$ cat src/rtl/load_store_unit.sv
// Data-memory initiator for RV32I loads and stores: word-wide accesses, lane extraction,
// sign/zero extension and read-modify-write for sub-word stores. One request in flight at a time.
module load_store_unit #(
    parameter int ADDR_W = 9
) (
    input  logic              clk,
    input  logic              rst,
    input  logic              req_valid,
    output logic              req_ready,
    input  logic              req_store,
    input  logic [2:0]        req_funct3,
    input  logic [ADDR_W-1:0] req_addr,
    input  logic [31:0]       req_wdata,
    output logic              resp_valid,
    input  logic              resp_ready,
    output logic [31:0]       resp_rdata,
    output logic              resp_fault,
    output logic              mem_read,
    output logic              mem_write,
    output logic [ADDR_W-1:0] mem_addr,
    output logic [31:0]       mem_wdata,
    input  logic [31:0]       mem_rdata
);

    localparam logic [2:0] S_IDLE   = 3'd0;
    localparam logic [2:0] S_LOAD   = 3'd1;
    localparam logic [2:0] S_STORE  = 3'd2;
    localparam logic [2:0] S_RMW_RD = 3'd3;
    localparam logic [2:0] S_RMW_WR = 3'd4;
    localparam logic [2:0] S_RESP   = 3'd5;

    logic [2:0]        state_reg;
    logic              store_reg;
    logic [2:0]        funct3_reg;
    logic [ADDR_W-1:0] addr_reg;
    logic [31:0]       wdata_reg;
    logic [31:0]       buf_reg;
    logic [31:0]       resp_rdata_reg;
    logic              resp_fault_reg;

    logic              illegal;
    logic [31:0]       lane_shifted;
    logic [31:0]       load_result;
    logic [31:0]       merged;
    logic [3:0]        lane_sel;
    logic              busy;

    // Legality is judged on the live request so a fault can go straight to RESP.
    always_comb begin
        illegal = 1'b0;
        if (req_store) begin
            illegal = (req_funct3 > 3'd2)
                   || (req_funct3 == 3'd1 && req_addr[0])
                   || (req_funct3 == 3'd2 && req_addr[1:0] != 2'b00);
        end else begin
            illegal = (req_funct3 == 3'd3) || (req_funct3 == 3'd6) || (req_funct3 == 3'd7)
                   || ((req_funct3 == 3'd1 || req_funct3 == 3'd5) && req_addr[0])
                   || (req_funct3 == 3'd2 && req_addr[1:0] != 2'b00);
        end
    end

    always_comb begin
        lane_shifted = mem_rdata >> {addr_reg[1:0], 3'b000};
        load_result  = lane_shifted;
        case (funct3_reg)
            3'd0:    load_result = {{24{lane_shifted[7]}}, lane_shifted[7:0]};
            3'd1:    load_result = {{16{lane_shifted[15]}}, lane_shifted[15:0]};
            3'd4:    load_result = {24'd0, lane_shifted[7:0]};
            3'd5:    load_result = {16'd0, lane_shifted[15:0]};
            default: load_result = mem_rdata;
        endcase
    end

    // funct3_reg[0] distinguishes sh (half lane) from sb (byte lane) in the merge.
    generate
        for (genvar gi = 0; gi < 4; gi++) begin : g_lane
            localparam logic [1:0] LANE = 2'(gi);
            assign lane_sel[gi] = funct3_reg[0] ? (addr_reg[1] == LANE[1])
                                                : (addr_reg[1:0] == LANE);
            assign merged[8*gi +: 8] = !lane_sel[gi] ? buf_reg[8*gi +: 8]
                                     : funct3_reg[0] ? wdata_reg[8*(gi%2) +: 8]
                                                     : wdata_reg[7:0];
        end
    endgenerate

    assign busy       = (state_reg == S_LOAD) || (state_reg == S_STORE)
                     || (state_reg == S_RMW_RD) || (state_reg == S_RMW_WR);
    assign req_ready  = (state_reg == S_IDLE) && !rst;
    assign mem_read   = ((state_reg == S_LOAD) || (state_reg == S_RMW_RD)) && !rst;
    assign mem_write  = ((state_reg == S_STORE) || (state_reg == S_RMW_WR)) && !rst;
    assign mem_addr   = busy ? {addr_reg[ADDR_W-1:2], 2'b00} : '0;
    assign mem_wdata  = (state_reg == S_STORE)  ? wdata_reg
                      : (state_reg == S_RMW_WR) ? merged : 32'd0;
    assign resp_valid = (state_reg == S_RESP);
    assign resp_rdata = resp_rdata_reg;
    assign resp_fault = resp_fault_reg;

    always_ff @(posedge clk or posedge rst) begin
        if (rst) begin
            state_reg      <= S_IDLE;
            store_reg      <= 1'b0;
            funct3_reg     <= 3'd0;
            addr_reg       <= '0;
            wdata_reg      <= 32'd0;
            buf_reg        <= 32'd0;
            resp_rdata_reg <= 32'd0;
            resp_fault_reg <= 1'b0;
        end else begin
            case (state_reg)
                S_IDLE: begin
                    if (req_valid) begin
                        store_reg      <= req_store;
                        funct3_reg     <= req_funct3;
                        addr_reg       <= req_addr;
                        wdata_reg      <= req_wdata;
                        resp_rdata_reg <= 32'd0;
                        resp_fault_reg <= illegal;
                        if (illegal)
                            state_reg <= S_RESP;
                        else if (!req_store)
                            state_reg <= S_LOAD;
                        else if (req_funct3 == 3'd2)
                            state_reg <= S_STORE;
                        else
                            state_reg <= S_RMW_RD;
                    end
                end
                S_LOAD: begin
                    resp_rdata_reg <= load_result;
                    state_reg      <= S_RESP;
                end
                S_STORE:  state_reg <= S_RESP;
                S_RMW_RD: begin
                    buf_reg   <= mem_rdata;
                    state_reg <= S_RMW_WR;
                end
                S_RMW_WR: state_reg <= S_RESP;
                S_RESP: begin
                    if (resp_ready)
                        state_reg <= S_IDLE;
                end
                default:  state_reg <= S_IDLE;
            endcase
        end
    end

endmodule

$ cat config.mk
export PLATFORM = sky130hd
export DESIGN_NAME = load_store_unit
export DESIGN_NICKNAME = d
export VERILOG_FILES = /design/src/rtl/load_store_unit.sv
export SDC_FILE = /design/constraint.sdc
export NUM_CORES = 1
export LEC_CHECK = 0
export BUFFER_PORTS_ARGS = -buffer_cell sky130_fd_sc_hd__clkbuf_2
export CORE_UTILIZATION = 40
export DETAILED_ROUTE_END_ITERATION = 7
export PLACE_DENSITY = 0.66
export SETUP_SLACK_MARGIN = 0.15
export SYNTH_ARGS = -nofsm -noshare
export SYNTH_HDL_FRONTEND = slang
export SYNTH_SLANG_ARGS = --single-unit
$ cat constraint.sdc
create_clock -name clk -period 4.77 [get_ports clk]
set_clock_uncertainty 0.05 [all_clocks]
set_input_delay 0.954 -clock clk [delete_from_list [all_inputs] [get_ports clk]]
set_output_delay 0.954 -clock clk [all_outputs]
set_load 0.02 [all_outputs]
==> results.ini, run 1 <==
[cts]
hold_buffers=0
htree_levels=3
cts_tree=done
postCtsSetupBuffers=0
cts_root_buf=clkbuf_16
clock_sinks=112
numCtsBuffers=9
post_cts_resized=0
cts.clk_slew.worst_paths_ps=70
clkLatencyLatePin_ps=350
clockBufferDepth=2

[synth]
syn_area_per_cell_um2=9.602
yosys-top-cells-area=dfrtp_1 (50%), nand2_1 (11%), mux2_2 (7.4%)
synthCells=583
synth_area_um2=5598
synth_cell_types=49
ys_seq_elements=112
yosysWarningCount=0
ys_seq_area_frac=0.5007
yosys.area.top_type=dfrtp_1
synth_top_area_share=0.5007
synth_edf_count=0
synthFlopType=dfrtp_1
synthArstFlopShare=1.000

[hold_path]
min-delay-start=addr_reg[3]$_DFFE_PP0P_
hold_class=register to register
min_to=addr_reg[3]$_DFFE_PP0P_
holdPathStages=2

[finish]
antenna_cells=0
postLayoutCoreUtil=0.5004
nFillCells=1317
fin_cells=896
drive_gt1_frac=0.3111
syn2layout_area_growth_pct=20.25
fin_nets=799

[placement]
placed_cells=883
dpl.hpwl_um=11900
port_buffers=156
globalplace.congestion=0.8313

[worst_setup_path]
slowest_delay_ps=940
cp.required_ps=3770
path_max_fanout=20
rr_startpoint=funct3_reg[1]$_DFFE_PP0P_
worst-path-stages=5
slowest_stage=dfrtp_1
critPathLaunch=funct3_reg[0]$_DFFE_PP0P_
start_kind=register
worst-path-buf-inv=1
endpoint_kind=output pin
critical_path_class=register to output pin
crit_family=flip-flops
r2r_slack_ps=2270
path_cells=nor2b_1 -> or4b_1 -> a21oi_2 -> a22o_1 -> clkbuf_2
rr_worst_depth=3
rr_endpoint=resp_rdata[26]$_DFFE_PP0P_
arrival_ps=2730

[timing]
finalHoldViolCount=0
tightestPinTransition_ps=1300
slew_headroom=0.1309
fmax_mhz=267.5
final-setup-viol-count=0
period_minus_slack_ps=3738
period_share=0.7836
fin_tns_setup_ps=0
drv_slew=0
rsz0062_at_grt=no

[grt]
grt_max_degree=81
grt_pass1_wl_um=25720
antenna_found_initial=0
first_global_vias=4786
grt_overflow_total=0
track_usage=0.2330

[drt]
dr_total_vias=4955
remaining_drc_errors=0
postRouteAntennaNets=0
viasPerCell=5.530
totalWireLength_um=16420
wl_per_cell_um=18.33
drt_pass1_iterations=5
drt_iter0_markers=385

[floorplanning]
die_w_um=120.3
die_height_um=120.3
core_area_um2=13450
pin_count=159
initial_core_util=0.4161
die_area_um2=14470
fp-row-count=42

[pwr]
p_leak_uw=0.003381
powerDensity_nw_per_um2=640.7
ir_drop_mv=0.2890
finalPower_uw=4313

[run_status]
status=finished, final reports clean

[job]
drv_cap=0

Yosys cell counts (all sizes together) (4+ instances only):
library cell,n
nand2,170
dfrtp,112
a21oi,44
mux2,37
o21ai,35
buf,22
mux2i,22
nor2,20
clkbuf,19
a221o,16
a22o,12
and2,9
a211o,7
a222oi,7
nor2b,6
nor3,6
inv,4
cell type report:
| class | count | area (um^2) | share of cell area |
|---|---|---|---|
| clock inverters | 1 | 5.005 | 0.0007435 |
| repair buffers | 164 | 840.8 | 0.1249 |
| flip-flops and latches | 112 | 2803 | 0.4164 |
| clock buffers | 12 | 256.5 | 0.03810 |
| multi-input cells | 427 | 2589 | 0.3846 |
| inverters | 4 | 17.52 | 0.002602 |
| well taps | 176 | 220.2 | 0.03271 |
cell usage in the layout, fill, tap and decap left out, types with 3 or more instances in the layout:
| cell | n |
|---|---|
| a22o_1 | 12 |
| dfrtp_1 | 112 |
| a222oi_1 | 7 |
| nor2b_1 | 5 |
| inv_1 | 3 |
| a221o_1 | 16 |
| a211o_1 | 7 |
| buf_4 | 8 |
| o2bb2ai_1 | 3 |
| clkbuf_2 | 156 |
| nand3_1 | 3 |
| nor3_1 | 5 |
| a21oi_1 | 43 |
| o21ai_0 | 32 |
| and2_1 | 9 |
| nor4_1 | 3 |
| a211oi_1 | 3 |
| clkbuf_16 | 9 |
| nand2_1 | 170 |
| mux2i_1 | 22 |
| nor2_1 | 20 |
| mux2_2 | 37 |
per-stage QoR:
stage / hold slack (ps) / instance area (um^2) / setup WS [ps]
CTS: 430.0 / 6731 / 1032
floorplan: 387.4 / 5602 / 807.0
finish: 424.5 / 6731 / 1032
detailed placement: 412.7 / 6470 / 1418
global route: 449.8 / 6731 / 863.1
global placement: 399.8 / 6470 / 1475
power breakdown:
part | switching (uW) | internal (uW) | total [uW]
clock network | 323 | 374 | 697
logic | 1180 | 757 | 1930
registers | 374 | 1310 | 1680
total | 1870 | 2440 | 4310
how the worst max path moves through the flow:
| stage | end | slack, ps |
|---|---|---|
| global route | mem_wdata[9] | 860 |
| global placement | mem_wdata[9] | 1480 |
| detailed placement | mem_wdata[6] | 1420 |
| finish | mem_wdata[6] | 1030 |
| floorplan | addr_reg[0]$_DFFE_PP0P_ | 810 |
| CTS | mem_wdata[6] | 1030 |
worst register-to-register path, delay by kind of cell (launching register included):
family,cells,cell delay (ps)
simple gates,1,1110
flops,1,610
buf+inv,1,320
compound gates,1,330
metal layers:
layer / part of all wire / global-route usage
met1: 0.44 / 0.3081
met5: 0 / 0
met2: 0.48 / 0.3772
met4: 0.016 / 0.05710
met3: 0.067 / 0.06557
logic make-up after synthesis:
logic type,Yosys count,share of synthesized area
compound gates,134,0.1629
xor+xnor,1,0.001565
buf+inv,45,0.03755
flops,112,0.5007
mux,60,0.1178
other cells,1,0.0006699
simple gates,230,0.1788
No activity file was read; power rests on OpenSTA's default activity.
==> inputs of run 2 (changes only) <==
--- a/config.mk
+++ b/config.mk
@@ -8,7 +8,7 @@
 export BUFFER_PORTS_ARGS = -buffer_cell sky130_fd_sc_hd__clkbuf_2
 export CORE_UTILIZATION = 40
 export DETAILED_ROUTE_END_ITERATION = 7
-export PLACE_DENSITY = 0.66
+export PLACE_DENSITY = 0.68
 export SETUP_SLACK_MARGIN = 0.15
 export SYNTH_ARGS = -nofsm -noshare
 export SYNTH_HDL_FRONTEND = slang
==> constraint.sdc (replaced) <==
create_clock -name clk -period 3.2 [get_ports clk]
set_clock_uncertainty 0.05 [all_clocks]
set_input_delay 0.64 -clock clk [delete_from_list [all_inputs] [get_ports clk]]
set_output_delay 0.64 -clock clk [all_outputs]
set_load 0.02 [all_outputs]
==> results.ini, run 2 (synthesis gave the netlist of run 1 again) <==
[run_status]
status=finished, final reports clean

[drt]
postRouteAntennaNets=0  ; unchanged
drt_iter0_markers=349  ; -9.4%
totalWireLength_um=16970  ; +3.3%
wl_per_cell_um=18.63  ; +1.6%
drt_pass1_iterations=6  ; +1
dr_total_vias=5065  ; +2.2%
viasPerCell=5.560  ; +0.54%
remaining_drc_errors=0  ; unchanged

[finish]
seq_area_um2=2805  ; about the same
drive_gt1_frac=0.3279  ; +0.01678
syn2layout_area_growth_pct=23.25
fin_nets=811  ; +1.5%
layout_common_cells=nand2_1 (170), clkbuf_2 (156), dfrtp_1 (110)
antenna_cells=0  ; unchanged
multi_input_area_um2=2604  ; +0.58%
layout_commonest_cell=nand2_1
nFillCells=1278  ; -3.0%

[cts]
numCtsBuffers=9  ; unchanged
hold_buffers=0  ; unchanged
cts_tree=done
clkLatencyLatePin_ps=350  ; about the same
cts_root_buf=clkbuf_16
clock_sinks=112  ; unchanged
clockBufferDepth=2  ; unchanged
htree_levels=3  ; unchanged
cts.clk_slew.worst_paths_ps=70  ; about the same

[floorplanning]
core_area_um2=13450  ; unchanged
die_w_um=120.3  ; unchanged
fp-row-count=42  ; unchanged
die_height_um=120.3  ; unchanged
die_area_um2=14470  ; unchanged
initial_core_util=0.4161  ; unchanged
pin_count=159  ; unchanged

[timing]
period_minus_slack_ps=2922
period_share=0.9131
final-setup-viol-count=0  ; unchanged
drv_slew=0  ; unchanged
whs_ps=419.2  ; -5.260 ps
tightestPinTransition_ps=870.0  ; -430.2 ps
fin_tns_setup_ps=0  ; unchanged
finalHoldViolCount=0  ; unchanged
rsz0062_at_grt=no
fmax_mhz=342.3
slew_headroom=0.4200  ; +0.2891

[pwr]
powerDensity_nw_per_um2=969.9  ; +51%
power.switching_uw=2869  ; +53%
p_int_uw=3822  ; +57%
comb_power_share=0.464  ; +0.016
seqPwrFrac=0.361  ; -0.029
ir_drop_mv=0.4156  ; +44%
p_clk_frac=0.175  ; +0.013
p_sw_frac=0.4287  ; -0.005523
p_leak_uw=0.003455  ; +2.2%

[placement]
globalplace.congestion=0.8450  ; +1.6%
dpl.hpwl_um=12330  ; +3.6%
port_buffers=156  ; unchanged

[worst_setup_path]
arrival_ps=2230  ; -500 ps
cp.required_ps=2510  ; -1260 ps
path_max_fanout=9  ; -55%
endpoint_kind=output pin
rr_endpoint=state_reg[1]$_DFFE_PP0P_
critical_path_class=register to output pin
rr_startpoint=state_reg[0]$_DFFE_PP0P_
cp-endpoint=mem_wdata[5]
rr_worst_depth=5  ; +2
critPathLaunch=addr_reg[0]$_DFFE_PP0P_
start_kind=register
r2r_slack_ps=910  ; -1360 ps

[hold_path]
hold_class=primary input to register

[grt]
track_usage=0.2422  ; +0.009274
grt_max_degree=70  ; -14%
grt_overflow_total=0  ; unchanged
grt_pass1_wl_um=26490  ; +3.0%
antenna_found_initial=0  ; unchanged
first_global_vias=4841  ; +1.1%

[job]
drv_cap=0  ; unchanged

-- run 2: layout make-up --
class                           instances  share of cell area
Timing Repair Buffer                  176              0.1367
Tap cell                              176             0.03192
Inverter                                4            0.002720
Clock buffer                           12             0.03718
Sequential cell                       112              0.4066
Clock inverter                          4            0.007436
Multi-Input combinational cell        427              0.3774
-- run 2: worst max-delay path, cell delays in order (launching register included) --
cell and delay [ps]:
dfrtp_2 470, nor2b_1 160, or4b_1 530, a21oi_4 320
a22o_1 220, clkbuf_2 170
-- run 2: worst min-delay path by stage --
stage	slack, ps	endpoint	depth (start not counted)	startpoint
floorplan	390	addr_reg[2]$_DFFE_PP0P_	2	addr_reg[2]$_DFFE_PP0P_
global placement	400	addr_reg[7]$_DFFE_PP0P_	2	addr_reg[7]$_DFFE_PP0P_
finish	420	wdata_reg[31]$_DFFE_PP0P_	3	req_wdata[31]
global route	410	addr_reg[3]$_DFFE_PP0P_	3	req_addr[3]
detailed placement	410	addr_reg[5]$_DFFE_PP0P_	2	addr_reg[5]$_DFFE_PP0P_
CTS	410	wdata_reg[31]$_DFFE_PP0P_	3	req_wdata[31]
-- run 2: power by group through the flow --
stage / combinational [uW] / sequential, uW / clock [uW]
floorplan: 1990 / 2460 / 0
global placement: 2960 / 2410 / 0
detailed placement: 3020 / 2430 / 0
CTS: 3050 / 2410 / 1200
global route: 3380 / 2470 / 1260
finish: 3100 / 2410 / 1170
-- run 2: per-layer routing --
metal / vias to the layer above / GRT usage / routed length, um / share of wire
met5: - / 0 / 0 / 0
met4: 0 / 0.08873 / 481 / 0.028
met3: 36 / 0.05519 / 1128 / 0.066
met2: 218 / 0.3843 / 8121 / 0.48
met1: 2487 / 0.3240 / 7241 / 0.43
li1: 2324 / - / - / -
-- run 2: what timing repair did --
item / 4_1_cts / 5_1_grt
endpoints found under the setup margin: 10 / 9
setup buffers: 0 / 2
pin swaps: 0 / 1
resized for setup: 2 / 2
-- run 2: metrics by stage --
stage / instance area, um^2 / setup WS (ps) / instances / power [uW] / util
floorplan: 5605 / 704.9 / 584 / 4449 / -
global placement: 6559 / 533.5 / 893 / 5368 / 0.4875
detailed placement: 6559 / 400.6 / 893 / 5458 / 0.4875
CTS: 6875 / 222.6 / 909 / 6663 / 0.5111
global route: 6899 / 180.0 / 911 / 7110 / 0.5128
finish: 6899 / 278.2 / 911 / 6691 / 0.5128
==> inputs of run 3 (changes only) <==
--- a/config.mk
+++ b/config.mk
@@ -5,6 +5,7 @@
 export SDC_FILE = /design/constraint.sdc
 export NUM_CORES = 1
 export LEC_CHECK = 0
+export ABC_AREA = 1
 export BUFFER_PORTS_ARGS = -buffer_cell sky130_fd_sc_hd__clkbuf_2
 export CORE_UTILIZATION = 40
 export DETAILED_ROUTE_END_ITERATION = 7
==> results.ini, run 3 <==
[finish]
antenna_cells=0  ; unchanged
layout_common_cells=nand2_1 (290), clkbuf_2 (156), o21ai_0 (120)
syn2layout_area_growth_pct=21.24
layout_commonest_cell=nand2_1
nFillCells=1442  ; +13%
fin_nets=1001  ; +23%
seq_area_um2=2804  ; about the same
multi_input_area_um2=2376  ; -8.7%
drive_gt1_frac=0.2108  ; -0.1171
postLayoutCoreUtil=0.4971  ; -0.01572

[synth]
ys_seq_elements=112  ; unchanged
synthCells=782  ; +34%
synthArstFlopShare=1.000  ; unchanged
syn_area_per_cell_um2=7.278  ; -24%
synth_common_cells=nand2_1 (290), o21ai_0 (120), dfrtp_1 (112), inv_1 (83), a21oi_1 (41)
ys_seq_area_frac=0.4924  ; -0.008255
yosysWarningCount=0  ; unchanged
synth_most_common_cell=nand2_1
synth_area_um2=5692  ; +1.7%
synth_edf_count=0  ; unchanged
yosys-top-cells-area=dfrtp_1 (49%), nand2_1 (19%), o21ai_0 (11%)
synthFlopType=dfrtp_1
synth_top_area_share=0.4924  ; -0.008255
synth_cell_types=24  ; -51%
yosys.area.top_type=dfrtp_1

[floorplanning]
pin_count=159  ; unchanged
fp-row-count=43  ; +2.4%
initial_core_util=0.4100  ; -0.006067
die_height_um=121.3  ; +0.82%
die_w_um=121.3  ; +0.82%
die_area_um2=14710  ; +1.6%
core_area_um2=13880  ; +3.2%

[drt]
drt_iter0_markers=636  ; +82%
postRouteAntennaNets=0  ; unchanged
drt_pass1_iterations=6  ; unchanged
dr_total_vias=5517  ; +8.9%
viasPerCell=4.993  ; -10%
remaining_drc_errors=0  ; unchanged
wl_per_cell_um=15.45  ; -17%
totalWireLength_um=17070  ; +0.60%

[pwr]
ir_drop_mv=0.3918  ; -5.7%
p_leak_uw=0.003839  ; +11%
powerDensity_nw_per_um2=1040  ; +7.2%

[timing]
final-setup-viol-count=0  ; unchanged
tightestPinTransition_ps=797.0  ; -72.96 ps
fin_tns_setup_ps=0  ; unchanged
fmax_mhz=365.6  ; +6.8%
slew_headroom=0.4675  ; +0.04752
period_minus_slack_ps=2735  ; -186.5 ps
rsz0062_at_grt=no
finalHoldViolCount=0  ; unchanged
drv_slew=0  ; unchanged
period_share=0.8548  ; -0.05828

[cts]
numCtsBuffers=9  ; unchanged
clock_sinks=112  ; unchanged
postCtsSetupBuffers=0  ; unchanged
htree_levels=3  ; unchanged
cts.clk_slew.worst_paths_ps=70  ; about the same
cts_tree=done
hold_buffers=0  ; unchanged
clockBufferDepth=2  ; unchanged
clkLatencyLatePin_ps=350  ; about the same
cts_root_buf=clkbuf_16

[grt]
grt-busiest-layer=met2
grt_max_degree=62  ; -11%
grt_pass1_wl_um=26250  ; -0.89%
antenna_found_initial=0  ; unchanged
use_met2=0.3729  ; -0.01147
first_global_vias=5068  ; +4.7%
grt_overflow_total=0  ; unchanged
track_usage=0.2343  ; -0.007959
use_met3=0.04840  ; -0.006786
grt_use_met1=0.3191  ; -0.004922

[worst_setup_path]
endpoint_kind=output pin
cp.required_ps=2510  ; about the same
path_cells=nor2_1 -> nand2_1 -> buf_4 -> nand2_1 -> nand2_1 -> o22ai_1 -> clkbuf_2
critical_path_class=register to output pin
arrival_ps=2050  ; -180 ps
cpMostUsedCell=nand2_1
path_max_fanout=27  ; +18
slowest_delay_ps=430  ; -100 ps
start_kind=register
slowest_stage=dfrtp_1

[hold_path]
hold_class=primary input to async pin

[placement]
globalplace.congestion=0.9010  ; +6.6%
port_buffers=156  ; unchanged
dpl.hpwl_um=12800  ; +3.8%

[job]
drv_cap=0  ; unchanged

[run_status]
status=finished, final reports clean

run 3: worst max-delay path: cells and delay by family (launching register included):
kind,cells,cell delay [ps]
DFF,1,430
and+or+nand+nor,4,610
buffers and inverters,2,430
AOI/OAI and AO/OA,1,210
run 3: cell families (layout without fill, tap and decap cells):
logic type / count (synthesis) / count (layout) / synth area share
buffers and inverters: 128 / 270 / 0.09167
other: 1 / 2 / 0.0006589
AND/OR/NAND/NOR: 347 / 347 / 0.2390
AO/OA/AOI/OAI: 191 / 191 / 0.1704
multiplexers: 3 / 3 / 0.005935
flip-flops: 112 / 112 / 0.4924
run 3: worst paths after layout:
| path | start | endpoint | slack, ps | cells past startpoint |
|---|---|---|---|---|
| min in group clk | req_wdata[31] | wdata_reg[31]$_DFFE_PP0P_ | 430 | 3 |
| worst max-delay path | state_reg[1]$_DFFE_PP0P_ | mem_wdata[4] | 460 | 7 |
| worst min-delay path | rst | wdata_reg[31]$_DFFE_PP0P_ | 420 | 2 |
| max in group asynchronous | rst | funct3_reg[0]$_DFFE_PP0P_ | 2000 | 3 |
| worst max register to register | state_reg[1]$_DFFE_PP0P_ | wdata_reg[5]$_DFFE_PP0P_ | 920 | 8 |
| worst min register to register | resp_rdata[30]$_DFFE_PP0P_ | resp_rdata[30]$_DFFE_PP0P_ | 430 | 2 |
run 3: stage by stage:
| step | area (um^2) | hold slack [ps] | power [uW] | instances | worst slack, ps |
|---|---|---|---|---|---|
| floorplan | 5699 | 397.9 | 4946 | 783 | 1146 |
| finish | 6900 | 418.7 | 7173 | 1105 | 464.6 |
| global placement | 6624 | 413.4 | 6062 | 1089 | 774.9 |
| global route | 6900 | 441.3 | 7744 | 1105 | 285.6 |
| CTS | 6899 | 431.3 | 7185 | 1105 | 329.0 |
| detailed placement | 6624 | 418.1 | 6096 | 1089 | 704.2 |
run 3: power by group:
group / internal, uW / switching, uW / total (uW)
Sequential: 2040 / 371 / 2410
Combinational: 1110 / 2590 / 3690
Clock: 553 / 520 / 1070
run 3: timing repair:
| item | CTS | global route |
|---|---|---|
| hold endpoints to repair | 0 | 0 |
| endpoints found under the setup margin | 0 | 6 |
| gates resized for setup | 0 | 1 |
run 3: layout make-up:
type,count,area share
Sequential cell,112,0.4063
Clock buffer,12,0.03572
Clock inverter,4,0.004170
Inverter,90,0.04950
Timing Repair Buffer,164,0.1273
Tap cell,180,0.03264
Multi-Input combinational cell,543,0.3443
run 3: routing by layer:
layer  vias up  wire (um)
li1       2744          -
met1      2562       7550
met2       189       8017
met3        22       1200
met4         0        304
met5         -          0
